## src/rtl/match_scanner_if.sv

```systemverilog
// Bundles the scanner's control, stream and result signals.
// The master side drives the key and the data stream, and the slave side returns the results.
interface match_scanner_if #(
    parameter int N     = 32,
    parameter int CNT_W = 8
);
    logic             start;
    logic [N-1:0]     key;
    logic             in_valid;
    logic [N-1:0]     in_data;
    logic             in_last;
    logic             in_ready;
    logic             busy;
    logic             done;
    logic             found;
    logic [CNT_W-1:0] first_idx;
    logic [CNT_W-1:0] match_count;

    modport master (
        output start, key, in_valid, in_data, in_last,
        input  in_ready, busy, done, found, first_idx, match_count
    );

    modport slave (
        input  start, key, in_valid, in_data, in_last,
        output in_ready, busy, done, found, first_idx, match_count
    );
endinterface

```

## src/rtl/match_scanner.sv

```systemverilog
// match_scanner: streams words past a latched key and reduces the equality
// result into found / first-match index / saturating match count.
// Comparator: purely combinational N-bit equality cell.
module match_scanner #(
    parameter int N     = 32,
    parameter int CNT_W = 8
) (
    input logic          clk,
    input logic          rst,
    match_scanner_if.slave bus
);

    typedef enum logic [1:0] {
        IDLE = 2'd0,
        SCAN = 2'd1,
        DONE = 2'd2
    } state_t;

    state_t           state;
    state_t           state_next;
    logic [N-1:0]     key_reg;
    logic [CNT_W-1:0] idx;
    logic             found_q;
    logic [CNT_W-1:0] first_idx_q;
    logic [CNT_W-1:0] match_count_q;
    logic             eq;
    logic             ready_c;
    logic             busy_c;
    logic             done_c;
    logic             accept;

    Comparator #(.N(N)) u_cmp (
        .a   (bus.in_data),
        .b   (key_reg),
        .out (eq)
    );

    assign accept = bus.in_valid & ready_c;

    // State register; reset drops straight back to IDLE with no done pulse.
    always_ff @(posedge clk or posedge rst) begin
        if (rst) begin
            state <= IDLE;
        end else begin
            state <= state_next;
        end
    end

    // Next-state and Moore outputs; handshake outputs depend only on state.
    always_comb begin
        state_next = state;
        ready_c    = 1'b0;
        busy_c     = 1'b0;
        done_c     = 1'b0;
        unique case (state)
            IDLE: begin
                if (bus.start) begin
                    state_next = SCAN;
                end
            end
            SCAN: begin
                ready_c = 1'b1;
                busy_c  = 1'b1;
                if (bus.in_valid && bus.in_last) begin
                    state_next = DONE;
                end
            end
            DONE: begin
                done_c     = 1'b1;
                state_next = IDLE;
            end
            default: begin
                state_next = IDLE;
            end
        endcase
    end

    // Key latch and result reduction; first_idx is captured only on the first hit.
    always_ff @(posedge clk or posedge rst) begin
        if (rst) begin
            key_reg       <= '0;
            idx           <= '0;
            found_q       <= 1'b0;
            first_idx_q   <= '0;
            match_count_q <= '0;
        end else if (state == IDLE && bus.start) begin
            key_reg       <= bus.key;
            idx           <= '0;
            found_q       <= 1'b0;
            first_idx_q   <= '0;
            match_count_q <= '0;
        end else if (accept) begin
            if (eq && match_count_q != {CNT_W{1'b1}}) begin
                match_count_q <= match_count_q + 1'b1;
            end
            if (eq && !found_q) begin
                found_q     <= 1'b1;
                first_idx_q <= idx;
            end
            idx <= idx + 1'b1;
        end
    end

    assign bus.in_ready    = ready_c;
    assign bus.busy        = busy_c;
    assign bus.done        = done_c;
    assign bus.found       = found_q;
    assign bus.first_idx   = first_idx_q;
    assign bus.match_count = match_count_q;

endmodule

module Comparator #(
    parameter int N = 32
) (
    input  logic [N-1:0] a,
    input  logic [N-1:0] b,
    output logic         out
);
    assign out = (a == b);
endmodule

```

## src/flat_wrapper.sv

```systemverilog
// flat-port wrapper written by rule: the top's interface ports become plain ports
module match_scanner_flat 
#(
    parameter int N     = 32,
    parameter int CNT_W = 8
)
  (clk, rst, bus_start, bus_key, bus_in_valid, bus_in_data, bus_in_last, bus_in_ready, bus_busy, bus_done, bus_found, bus_first_idx, bus_match_count);
  match_scanner_if #(.N(N), .CNT_W(CNT_W)) bus_i ();
  input logic clk;
  input logic rst;
  input wire logic [$bits(bus_i.start)-1:0] bus_start;
  input wire logic [$bits(bus_i.key)-1:0] bus_key;
  input wire logic [$bits(bus_i.in_valid)-1:0] bus_in_valid;
  input wire logic [$bits(bus_i.in_data)-1:0] bus_in_data;
  input wire logic [$bits(bus_i.in_last)-1:0] bus_in_last;
  output wire logic [$bits(bus_i.in_ready)-1:0] bus_in_ready;
  output wire logic [$bits(bus_i.busy)-1:0] bus_busy;
  output wire logic [$bits(bus_i.done)-1:0] bus_done;
  output wire logic [$bits(bus_i.found)-1:0] bus_found;
  output wire logic [$bits(bus_i.first_idx)-1:0] bus_first_idx;
  output wire logic [$bits(bus_i.match_count)-1:0] bus_match_count;
  assign bus_i.start = bus_start;
  assign bus_i.key = bus_key;
  assign bus_i.in_valid = bus_in_valid;
  assign bus_i.in_data = bus_in_data;
  assign bus_i.in_last = bus_in_last;
  assign bus_in_ready = bus_i.in_ready;
  assign bus_busy = bus_i.busy;
  assign bus_done = bus_i.done;
  assign bus_found = bus_i.found;
  assign bus_first_idx = bus_i.first_idx;
  assign bus_match_count = bus_i.match_count;
  match_scanner #(.N(N), .CNT_W(CNT_W)) u_core (.clk(clk), .rst(rst), .bus(bus_i));
endmodule
```

## config.mk

```make
export PLATFORM = sky130hd
export DESIGN_NAME = match_scanner_flat
export DESIGN_NICKNAME = d
export VERILOG_FILES = /design/src/rtl/match_scanner_if.sv /design/src/rtl/match_scanner.sv /design/src/flat_wrapper.sv
export SDC_FILE = /design/constraint.sdc
export NUM_CORES = 1
export LEC_CHECK = 0
export ABC_AREA = 1
export BUFFER_PORTS_ARGS = -buffer_cell sky130_fd_sc_hd__buf_2
export CAP_MARGIN = 10
export CORE_MARGIN = 2
export CORE_UTILIZATION = 49
export CTS_BUF_LIST = sky130_fd_sc_hd__clkbuf_4 sky130_fd_sc_hd__clkbuf_8
export DETAILED_ROUTE_END_ITERATION = 10
export GPL_TIMING_DRIVEN = 0
export PLACE_DENSITY_LB_ADDON = 0.15
export SYNTH_ARGS = -nofsm -noshare
export SYNTH_HDL_FRONTEND = slang
export SYNTH_SLANG_ARGS = --single-unit
```

## constraint.sdc

```tcl
create_clock -name clk -period 1.5 [get_ports clk]
set_input_delay 0.075 -clock clk [delete_from_list [all_inputs] [get_ports clk]]
set_output_delay 0.075 -clock clk [all_outputs]
set_load 0.05 [all_outputs]
```

### Yosys cells after proc, flatten, opt, wreduce, memory -nomap -nowiden

Index checks and enable logic that the tools add are counted.
W data, S select, Z words.

| storage, ports and cells | value |
|---|---|
| input bits | 69 |
| word-level logic and storage cells | 43 |
| register bits after elaboration | 59 |

| operators by class | value |
|---|---|
| bitwise operators | 1 |
| equality and inequality tests | 6 |
| reductions and logical operators | 12 |
| add/sub/neg operators | 2 |
| multiplexer cells | 16 |

Operators with widths:

| operator | number |
|---|---|
| $mux W8 | 8 |
| $eq A32 B32 Y1 | 1 |
| $add A8 B1 Y8 const B | 2 |
| $ne A8 B8 Y1 const B | 1 |
| $reduce_and A2 Y1 | 3 |
| $reduce_bool A2 Y1 | 3 |
| $mux W1 | 5 |
| $logic_and A1 B1 Y1 | 4 |
| $mux W2 | 2 |
| $pmux W2 S2 | 1 |
| $eq A2 B1 Y1 const B | 1 |
| $eq A2 B2 Y1 const B | 1 |
| $logic_not A2 Y1 | 1 |
| $ne A2 B1 Y1 const B | 1 |
| $ne A2 B2 Y1 const B | 1 |
| $and A1 B1 Y1 | 1 |
| $logic_not A1 Y1 | 1 |

### Longest topological paths before layout

| logic depth | value |
|---|---|
| word-level depth | 5 |
| mapped depth | 12 |

### Cells and area by module

Synthesis repeated with hierarchy kept, for this count alone.

| unflattened totals | value |
|---|---|
| cells, all modules | 478 |
| area, all modules | 3,225.6 µm² |

By module, submodules not included:

| module | cells an instance | sequential area each (µm²) | times used | area an instance (µm²) |
|---|---|---|---|---|
| match_scanner | 310 | 1,476.4 | 1 | 2,580.0 |
| Comparator | 168 | 0.0 | 1 | 645.6 |

### Worst setup path before layout

No wires, ideal clock.

| timing path | value |
|---|---|
| path type | reg-to-reg |
| from | reg u_core.match_count_q[1] (netlist: u_core.bus.match_count[1]) |
| to | reg u_core.match_count_q[7] (netlist: u_core.bus.match_count[7]) |
| path buffers | 0 |
| arrival | 1.754 ns |
| stages on the path, launching flop included | 11 |
| library setup time | 0.065 ns |
| required time | 1.435 ns |
| setup slack | -0.320 ns |
| path through | dfrtp_1 -> ha_1 -> nand2_1 -> nor3_2 -> and2_1 -> nand2_1 -> nand3_2 -> nand2_4 -> nand2_4 -> nand2_1 -> nand2_1 |

| between the ends | value |
|---|---|
| word-level cells in the longest chain between the ends | 4 |
| elaborated cells on any way between the ends | 8 |
| classes of those cells | 1 x add/sub; 1 x eq/ne; 3 x mux; 3 x reduce/logical |

RTL lines:

| item | RTL line | source |
|---|---|---|
| from (decl) | match_scanner.sv:25 | `logic [CNT_W-1:0] match_count_q;` |
| from (signal assigned) | match_scanner.sv:94 | `match_count_q <= match_count_q + 1'b1;` |
| $add A8 B1 Y8 / $ne A8 B8 Y1 (equally long branches) | match_scanner.sv:94, match_scanner.sv:93 |  |
| $mux W8 / $logic_and A1 B1 Y1 (equally long branches) | match_scanner.sv:93 | `if (eq && match_count_q != {CNT_W{1'b1}}) begin` |
| $mux W8 / $reduce_bool A2 Y1 (equally long branches) | n/a |  |
| $mux W8 / $reduce_and A2 Y1 (equally long branches) | n/a |  |

Parallel ways exist; a longest one is shown, timed or not. The select of a mux whose other input is x is not followed.
A chain may end at the register's enable or synchronous reset.

### Worst setup path after layout

| timing path | value |
|---|---|
| from | reg u_core.key_reg[16] |
| to | reg u_core.match_count_q[0] (netlist: u_core.bus.match_count[0]) |

| between the ends | value |
|---|---|
| word-level cells in the longest chain between the ends | 4 |

RTL lines:

| item | RTL line | source |
|---|---|---|
| from (decl) | match_scanner.sv:21 | `logic [N-1:0] key_reg;` |
| from (signal assigned) | match_scanner.sv:87 | `key_reg <= bus.key;` |
| $eq A32 B32 Y1 | match_scanner.sv:120 | `assign out = (a == b);` |
| $logic_and A1 B1 Y1 | match_scanner.sv:93 |  |
| $reduce_bool A2 Y1 (no source line) | n/a |  |
| $reduce_and A2 Y1 (no source line) | n/a |  |

No other way between the ends.

==> results_dict.tcl <==
set metrics [dict create \
    status "finished with violations" \
    violations "negative setup slack" \
    hold_start "bus_in_valid" \
    maxCapViolCount 0 \
    drc_errors 0 \
    ys_ff_latch 59 \
    path_class "reg -> reg" \
    wire_per_inst_um 13.4 \
    ant_nets 0 \
    vias 2973 \
    ys_seq_area_share_pct 47.8 \
    ys_types 28 \
    clockBufferDepth 2 \
    gr-total-overflow 0 \
    cpMaxStageDelayCell "dfrtp_1" \
    cts_sinks 59 \
    fmax_mhz 625 \
    finalCritPeriodShare_pct 107 \
    cpMostUsedCell "nand2_1" \
    netlist_area_um2 3090 \
    die_w_um 83.4 \
    r2r_slack_ps -100 \
    fin_ws_ps -99.8 \
    layout_min_cycle_time_ps 1600 \
    avgSynthCellArea_um2 7.94 \
    dieArea_um2 6950 \
    rsz0062_at_grt "true" \
    cp-start-kind "flip-flop" \
    utilization_pct 74.7 \
    gp_congestion 0.778 \
    holdPathStages 4 \
    cts_buffers 9 \
    grt_pass1_wl_um 13400 \
    firstDrtPassIters 4 \
    path_clk_slew_ps 70 \
    finalSetupViolations 17 \
    fp-row-count 28 \
    worst_pin_slew_ps 625 \
    slew_violations 0 \
    max_stage_delay_ps 390 \
    area_growth_pct 44.9 \
    nNetsFinal 605 \
    multiInputGateArea_um2 1540 \
    grt_pass1_vias 3002 \
    regToRegEndpoint "u_core.bus.match_count[0]" \
    n_antenna_cell 0 \
    yosysMostFrequentCell "nand2_1" \
    crit_buf_inv 1 \
    syn_nets 460 \
    coreArea_um2 5990 \
    r2r_start "u_core.key_reg[16]" \
    cp.required_ps 1720 \
    synthArstFlopShare_pct 100 \
    synth_edf_count 0 \
    powerDensity_nw_per_um2 1390 \
    initial_utilization_pct 51.5 \
    end_kind "flip-flop" \
    ys.flop_type "dfrtp_1" \
    synth_area_leader_cell "dfrtp_1" \
    drt_iter0_drc 146 \
    hold_class "in -> reg" \
    wirelength_um 8210 \
    finalPower_mw 6.20 \
    hold-path-endpoint "u_core.state[0]" \
    cp_top_family "simple AND/OR/NAND/NOR gates" \
    num_io_pins 89 \
    largest_reg_flops 32 \
    hold_violations 0 \
    hpwl_um 5210 \
    synth_area_leaders "dfrtp_1 48%, nand2_1 19%, xnor2_1 6.0%" \
    power.leakage_nw 2.33 \
    grt.total_usage_pct 24.4 \
    yosysTopAreaCellShare_pct 47.8 \
    worstPathMaxFanout 3 \
    fp.dieH_um 83.4 \
    skew_ps 5.08 \
    crit_arrival_ps 1820 \
    htreeDepth 3 \
    io_buffers 88 \
    root_buffer "clkbuf_8" \
    clock_latency_ps 330 \
    synth_common_cells "159 x nand2_1, 59 x dfrtp_1, 36 x inv_1" \
    cts_tree "built" \
    antenna_found_initial 0 \
    maxSlewHeadroom_pct 58.3 \
    ys_warn_count 0 \
    synthCells 389 \
    n_fill_cell 458 \
    viasPerCell 4.84 \
    cp_cell_sequence "xnor2_1 -> nand2_1 -> nor2_2 -> nand2_1 -> nor2_4 -> buf_4 -> nand3_2 -> o21ai_1 -> nor2_1" \
    vdd_drop_max_mv 0.811 \
    seq_area_um2 1480 \
    drive_above_1_share_pct 33.8 \
    worst-r2r-cell-count 9 \
    grt_max_degree 33 \
]
==> through the flow <==
stage / instance area, µm² / cells / worst slack, ps / hold slack, ps / setup TNS (ps)
floorplan: 3110 / 389 / -67.7 / 174 / -661
global placement: 3650 / 552 / -98.8 / 269 / -1480
detailed placement: 3670 / 553 / -164 / 185 / -2610
CTS: 4330 / 607 / -79.0 / 25.0 / -1040
global route: 4470 / 614 / -196 / 70.6 / -3030
finish: 4470 / 614 / -99.8 / 59.7 / -1440
==> logic make-up after synthesis <==
family | share of synthesized area, %
compound gates | 5.83
simple gates | 32.2
flops | 47.8
fa+ha+maj | 0.810
xor+xnor | 6.81
buf+inv | 6.56
==> worst max-delay path by stage <==
stage | startpoint | to | slack (ps) | cells after the start
2_1_floorplan | u_core.state[0] | u_core.idx[6] | -70 | 9
3_3_place_gp | u_core.state[1] | u_core.key_reg[21] | -100 | 5
3_5_place_dp | u_core.state[1] | u_core.key_reg[21] | -160 | 5
4_1_cts | u_core.key_reg[11] | u_core.bus.match_count[2] | -80 | 10
5_1_grt | u_core.key_reg[16] | u_core.bus.match_count[5] | -200 | 10
6_report | u_core.key_reg[16] | u_core.bus.match_count[0] | -100 | 9
==> area by class of cell <==
class                   count  area share (%)
multi-input cells         280            34.4
flip-flops and latches     59            33.2
repair buffers            134            20.4
inverters                  39            3.41
clock buffers              11            3.38
well taps                  75            2.10
clock inverters             5            1.68
plain buffers              11            1.51
==> worst register-to-register path, cell delays in order (launching register included) <==
cell and delay, ps:
dfrtp_1 390, xnor2_1 160, nand2_1 90, nor2_2 130, nand2_1 100, nor2_4 180, buf_4 150, nand3_2 90
o21ai_1 160, nor2_1 50
==> placed cells by master, fill, tap and decap left out, types with 5 or more instances in the layout <==
master | Yosys | routed
a21oi_1 | 7 | 7
buf_2 | 3 | 91
buf_4 | 1 | 9
clkbuf_8 | 0 | 11
dfrtp_1 | 59 | 53
dfrtp_2 | 0 | 6
dlygate4sd3_1 | 0 | 34
inv_1 | 36 | 33
nand2_1 | 159 | 151
nand2_2 | 1 | 9
nand3_1 | 18 | 13
nand3_2 | 6 | 8
nor2_1 | 22 | 17
nor2_2 | 0 | 5
o21ai_0 | 16 | 14
o21ai_2 | 6 | 6
xnor2_1 | 21 | 18
==> where the power goes <==
group          switching, mW  leakage [nW]  internal, mW
Sequential             0.325         0.757          2.05
Clock                  0.640         0.119          1.02
Combinational           1.28          1.45         0.887
==> repair_timing <==
action	in CTS	in global routing
resized for setup	16	25
hold endpoints to repair	60	0
hold buffers	34	0
cloned	1	0
buffers inserted	3	7
setup endpoints to repair	31	31
pin swaps	7	21
==> per-layer routing <==
layer	GRT usage (%)	wire length, µm
met5	0	0
met4	10.3	196
met3	5.96	369
met2	41.8	4270
met1	29.2	3370
Note: power is estimated with default switching activity, not from simulation.
